**src/rtl/bitbal_gen.sv**
```systemverilog
// Balanced bit-pattern generator: emits an 8-bit word containing i_count ones, one bit per cycle, LSB first.
// Packed mode by default; define BITBAL_GEN_SPREAD_EN for accumulator-based spreading of the ones.
//   state  | meaning
//   IDLE   | waiting for i_start; illegal counts raise a one-cycle o_err
//   GEN    | one bit per cycle, index 0..7
//   DONE   | o_a holds the new word, o_done pulses, back to IDLE
module bitbal_gen (
    input  logic       i_clk,
    input  logic       i_reset,
    input  logic [3:0] i_count,
    input  logic       i_start,
    output logic       o_busy,
    output logic       o_bit_out,
    output logic       o_bit_valid,
    output logic [7:0] o_a,
    output logic       o_done,
    output logic       o_err
);

    typedef enum logic [1:0] {
        S_IDLE = 2'd0,
        S_GEN  = 2'd1,
        S_DONE = 2'd2
    } state_t;

    state_t     r_state;
    state_t     w_state_nxt;
    logic [3:0] r_count;
    logic [2:0] r_idx;
    logic [7:0] r_shift;
    logic [7:0] w_shift_nxt;
    logic [7:0] r_a;
    logic       r_err;
    logic       w_accept;
    logic       w_illegal;
    logic       w_bit;

`ifdef BITBAL_GEN_SPREAD_EN
    logic [3:0] r_acc;
    logic [3:0] w_sum;
    logic [3:0] w_acc_nxt;

    // acc stays below 8 between cycles, so acc + count never exceeds 15 and bit 3 alone flags acc >= 8
    always_comb begin
        w_sum     = r_acc + r_count;
        w_bit     = w_sum[3];
        w_acc_nxt = {1'b0, w_sum[2:0]};
    end
`else
    assign w_bit = ({1'b0, r_idx} < r_count);
`endif

    always_ff @(posedge i_clk) begin
        if (i_reset) begin
            r_state <= S_IDLE;
        end else begin
            r_state <= w_state_nxt;
        end
    end

    always_comb begin
        w_state_nxt = r_state;
        w_accept    = 1'b0;
        w_illegal   = 1'b0;
        o_busy      = 1'b0;
        o_bit_valid = 1'b0;
        o_done      = 1'b0;
        case (r_state)
            S_IDLE: begin
                if (i_start) begin
                    if (i_count <= 4'd8) begin
                        w_accept    = 1'b1;
                        w_state_nxt = S_GEN;
                    end else begin
                        w_illegal = 1'b1;
                    end
                end
            end
            S_GEN: begin
                o_busy      = 1'b1;
                o_bit_valid = 1'b1;
                if (r_idx == 3'd7) begin
                    w_state_nxt = S_DONE;
                end
            end
            S_DONE: begin
                o_busy      = 1'b1;
                o_done      = 1'b1;
                w_state_nxt = S_IDLE;
            end
            default: w_state_nxt = S_IDLE;
        endcase
    end

    always_comb begin
        w_shift_nxt        = r_shift;
        w_shift_nxt[r_idx] = w_bit;
    end

    always_ff @(posedge i_clk) begin
        if (i_reset) begin
            r_count <= 4'd0;
            r_idx   <= 3'd0;
            r_shift <= 8'h00;
            r_a     <= 8'h00;
            r_err   <= 1'b0;
`ifdef BITBAL_GEN_SPREAD_EN
            r_acc   <= 4'd0;
`endif
        end else begin
            r_err <= w_illegal;
            if (w_accept) begin
                r_count <= i_count;
                r_idx   <= 3'd0;
                r_shift <= 8'h00;
`ifdef BITBAL_GEN_SPREAD_EN
                r_acc   <= 4'd0;
`endif
            end else if (r_state == S_GEN) begin
                r_shift <= w_shift_nxt;
                r_idx   <= r_idx + 3'd1;
`ifdef BITBAL_GEN_SPREAD_EN
                r_acc   <= w_acc_nxt;
`endif
                // the last bit goes straight into o_a so the word is visible alongside o_done
                if (r_idx == 3'd7) begin
                    r_a <= w_shift_nxt;
                end
            end
        end
    end

    assign o_bit_out = o_bit_valid & w_bit;
    assign o_a       = r_a;
    assign o_err     = r_err;

endmodule

```
**config.mk**
```make
export PLATFORM = sky130hd
export DESIGN_NAME = bitbal_gen
export DESIGN_NICKNAME = d
export VERILOG_FILES = /design/src/rtl/bitbal_gen.sv
export SDC_FILE = /design/constraint.sdc
export NUM_CORES = 1
export LEC_CHECK = 0
export ABC_AREA = 1
export CAP_MARGIN = 0
export CELL_PAD_IN_SITES_DETAIL_PLACEMENT = 1
export CELL_PAD_IN_SITES_GLOBAL_PLACEMENT = 1
export CORE_ASPECT_RATIO = 1.4
export CORE_MARGIN = 2
export CORE_UTILIZATION = 39
export CTS_BUF_LIST = sky130_fd_sc_hd__clkbuf_8 sky130_fd_sc_hd__clkbuf_16
export DETAILED_ROUTE_END_ITERATION = 10
export MAX_ROUTING_LAYER = met4
export PLACE_DENSITY_LB_ADDON = 0.1
export SETUP_SLACK_MARGIN = 0.1
export SYNTH_ARGS = -nofsm -noshare
export SYNTH_HDL_FRONTEND = slang
export SYNTH_SLANG_ARGS = --single-unit
```
**constraint.sdc**
```tcl
create_clock -name i_clk -period 1.7 [get_ports i_clk]
set_clock_uncertainty 0.1 [all_clocks]
set_input_delay 0.425 -clock i_clk [delete_from_list [all_inputs] [get_ports i_clk]]
set_output_delay 0.425 -clock i_clk [all_outputs]
set_load 0.005 [all_outputs]
```
# Word-level counts from Yosys, hierarchy flattened
# Index checks and enable logic that the tools add are counted.
# Widths: inputs -> output; s select.
[word_totals] ff_bits=26 in_bits=7 output_inout_bits=13
[classes] addsub=1 magnitude_cmp=4 eq_ne=6 muxes=14 bitwise=4 n_reduce_logical=7
[ops] cell="$bwmux 8" n=1
[ops] cell="$mux 1" n=8
[ops] cell="$mux 2" n=3
[ops] cell="$ne 2x2->1 const B" n=3
[ops] cell="$reduce_and 3->1" n=2
[ops] cell="$le 4x4->1 const B" n=1
[ops] cell="$lt 3x4->1" n=1
[ops] cell="$lt 3x4->1 const B" n=1
[ops] cell="$pmux 2 s2" n=1
[ops] cell="$reduce_or 2->1" n=2
[ops] cell="$add 3x1->3 const B" n=1
[ops] cell="$demux 1 s3" n=1
[ops] cell="$eq 3x3->1 const B" n=1
[ops] cell="$ge 3x1->1 const B" n=1
[ops] cell="$not 1->1" n=3
[ops] cell="$reduce_or 3->1" n=1
[ops] cell="$eq 2x1->1 const B" n=1
[ops] cell="$eq 2x2->1 const B" n=1
[ops] cell="$logic_not 2->1" n=1
[ops] cell="$and 1x1->1" n=1
[ops] cell="$logic_and 1x1->1" n=1

# Longest topological paths before layout
[logic_depth] ltp_word=6 depth_mapped=10 ltp_nobuf=9

# Worst setup path before layout
# No wires, ideal clock.
[synth_path] kind="register to output" startpoint="register r_count[1]" endpoint="output port o_bit_out" arrival_ns=1.015 required_ns=1.175 path_slack_ns=0.160 stages_incl_launch_ff=8 n_path_buf=0 path_cell_list="dfxtp_1 inv_1 ha_1 nand2_2 nand2_2 nand2_4 nand2_1 nor2_1"
[synth_between] elab_chain_len=2
[synth_rtl] element="from (decl)" line_no="28" rtl="logic [3:0] r_count;"
[synth_rtl] element="from (signal assigned)" line_no="113" rtl="r_count <= i_count;"
[synth_rtl] element="$lt 3x4->1" line_no="50" rtl="assign w_bit = ({1'b0, r_idx} < r_count);"
[synth_rtl] element="$and 1x1->1" line_no="133" rtl="assign o_bit_out = o_bit_valid & w_bit;"
[synth_rtl] element="to (decl)" line_no="13" rtl="output logic o_bit_out,"
# No other way between the ends.

# Worst setup path in the final report
[layout_path] startpoint="register r_count[2]" endpoint="output port o_bit_out"
# The elaborated chain is that of the path after synthesis.

==> summary.txt <==
Worst setup path
  • Crit path max-delay family: flip-flops
  • Slowest CP cell: dfxtp_2
  • CP peak stage delay: 340 ps
  • Crit end category: output pin
  • Crit path buf inv count: 3
  • Reg2Reg Depth: 12
  • Setup crit start: r_count[2]$_SDFFE_PP0P_
  • Critical path class: reg2out
  • Crit path DAT: approximately 1300 ps
  • WP depth: 8
  • FF-to-FF Start: r_state[1]$_SDFFE_PP0P_
  • Worst path most repeated cell: inv_2
  • Worst Path Max Fanout: 2
  • CP required: 1170 ps
  • Cell Chain, Critical Path: inv_2, ha_4, inv_2, nor2_4, nand2_4, nand2_2, nor2_2, buf_2
  • Crit start category: flip-flop

Routing
  • Vias: 1621
  • Pre-Repair DR Iteration Count: 4
  • WL per Instance: 17.5 µm
  • First DRT Iteration DRCs: 25
  • Total Wirelength: 5.33 mm
  • Routed Antenna Nets: 0
  • Mean number of vias per cell: 5.31
  • Drt drc: 0

Timing
  • Max Freq: ~540 MHz
  • Worst setup margin: -161 ps
  • Final Hold Vio Count: 0
  • Min Tclk post-route: between 1500 and 2000 ps
  • Worst-Margin Slew: 409 ps
  • Setup Viol. Count Final: 2
  • Rel. slew slack: just over 70%
  • RSZ-0062 raised after global routing: true
  • Max Slew Vio Count: 0
  • Final period util: 109%

Clocking
  • CTS tree: built
  • CTS Buf Count: 3
  • CTS H-Tree Depth: 1
  • Clock transition at the registers of the reported paths: ~90 ps
  • # clock sinks: 26
  • Cts hold-fix bufs: 0
  • Clock root cell: clkbuf_8
  • CTS Buffer Depth: 2
  • Worst-Skew Late Latency: ~280 ps

Synth
  • Count of cell types in the netlist: 23
  • Synth area leaders: dfxtp_1, nor2_1, ha_1
  • Most frequent cells after synthesis: nor2_1, nand2_1, inv_1
  • Post-Syn Nets: 226
  • Post-synth top area share: 34.6%
  • Most frequent cell after synthesis: nor2_1
  • Mapped cell area: 0.00151 mm²
  • Asr flop ratio synth: 0%
  • Flops & latches, synth: 26
  • Gate Count Post-Synth: 210
  • Yosys warns: 0
  • Syn_area_per_cell: 7.17 µm²
  • Top cell type by total area after synthesis: dfxtp_1
  • Number of synthesized flops with an enable pin: 0
  • Primary FF master, synth: dfxtp_1
  • Register area share after synthesis: 34.6%

Floorplanning
  • Core Region: 0.00368 mm²
  • Ports: 20
  • Site Rows: 26
  • Initial Util: between 40% and 50%
  • Die ar.: about 0.0044 mm²
  • Die Height: 77.5 µm
  • Die Width: 56.5 µm

Global routing
  • GRT overflow: 0
  • First-pass GRT wire length: 7.68 mm
  • Largest net degree at the start of global routing: 17
  • Total Routing Usage GR: between 20% and 30%
  • Antenna violations before repair: 0
  • Vias in the first global route: 1660

Run status
  • Violated checks: negative setup slack
  • Status: finished, violations left

Finish
  • Area Growth Syn to Fin: 57.6%
  • Diode count: 0
  • Design Area, Final: 0.00237 mm²
  • Layout cells sized above 1: 47.9%
  • Layout Cells excl Fill: 305
  • Final nets: 281
  • Final core occ: ~65%

Run
  • Max cap viols: 0

Power
  • Leak: roughly 1.1 nW
  • Worst IR Drop VDD: ~1.0 mV
  • Total Power Consumption: 3.05 mW
  • Pwr Density: 1290 mW/mm²

Hold path
  • HP Start: r_count[0]$_SDFFE_PP0P_
  • Hold Path Class: reg2reg
  • WHS Path Cells: 2

Placement
  • RePlAce Congestion: 0.787
  • Post-placement setup slack: -358 ps
  • Placed Instance Area: between 0.0015 and 0.002 mm²
  • Inst Count DP: 286
  • IO buf count: 19
  • Post-detail-place hpwl: 3.18 mm
routing by layer:
metal | vias to the layer above | track usage (%) | routed length, µm
li1 | 765 | - | -
met1 | 804 | 24.3 | 1980
met2 | 39 | 43.8 | 3070
met3 | 13 | 2.50 | 135
met4 | 0 | 7.86 | 148
met5 | - | - | 0
report_power, final:
part	switching [mW]	internal, mW
Sequential	0.0980	0.745
Clock	0.216	0.160
Combinational	0.959	0.877
Total	1.27	1.78
final cells by class:
class	count	area, µm²
multi-input combinational	143	1050
tap	42	52.6
fill	428	1300
clock buffer	3	41.3
timing repair buffer	58	543
sequential	26	543
inverter	33	141
cell usage in the layout, fill, tap and decap left out, types with 6 or more instances in the layout:
master | netlist | routed
buf_4 | 1 | 26
nor2_1 | 43 | 25
nand2_1 | 30 | 25
inv_1 | 29 | 23
nand3_1 | 19 | 14
nand3_2 | 8 | 12
dfxtp_2 | 0 | 12
dfxtp_1 | 26 | 12
buf_6 | 3 | 11
nor2_4 | 0 | 9
nor2_2 | 0 | 9
dlygate4sd2_1 | 0 | 9
nor3_1 | 8 | 8
nand2_2 | 5 | 7
inv_2 | 1 | 6
a21oi_1 | 6 | 6
ha_4 | 0 | 6
clkdlybuf4s50_1 | 0 | 6
stage by stage:
step / hold WS (ps) / setup TNS [ps]
after global placement: 397 / -1050
after CTS: 423 / -211
final: 417 / -198
after detailed placement: 407 / -2410
after floorplan: 336 / 0
after global routing: 441 / -294
worst reg2reg max path, cell delays in order, from the launching register on:
cell and delay (ps):
dfxtp_2 340, buf_6 110, inv_4 60, ha_4 130, buf_6 100, buf_6 120
nand2_2 60, inv_2 90, buf_12 170, nor2_4 50, nor2_2 120, nand2_1 80
inv_1 60
path summary, 6_finish.rpt:
kind	endpoint	slack [ps]
hold / removal	r_count[0]$_SDFFE_PP0P_	420
setup reg to reg	o_a[7]$_SDFFE_PP0P_	60
setup / recovery	o_bit_out	-160
hold reg to reg	r_count[0]$_SDFFE_PP0P_	420
timing repair:
item | CTS | global route
endpoints found under the hold margin | 0 | 0
setup buffers | 7 | 9
gates resized for setup | 72 | 48
cloned | 0 | 1
setup endpoints to repair | 29 | 22
pin swaps | 7 | 16
sequential cells by signal, indices dropped and copies added (netlist names):
name     flops
o_err        1
r_idx        3
o_a          8
r_shift      8
r_state      2
r_count      4
cells by family (layout without fill, tap and decap cells):
group | after synthesis | in the layout | share of synthesized area [%]
AND/OR/NAND/NOR | 119 | 119 | 38.3
AO/OA/AOI/OAI | 15 | 15 | 6.40
buffers and inverters | 41 | 94 | 13.3
adder cells (fa/ha/maj) | 9 | 9 | 7.48
flip-flops | 26 | 26 | 34.6
Note: power is estimated with default switching activity, not from simulation.
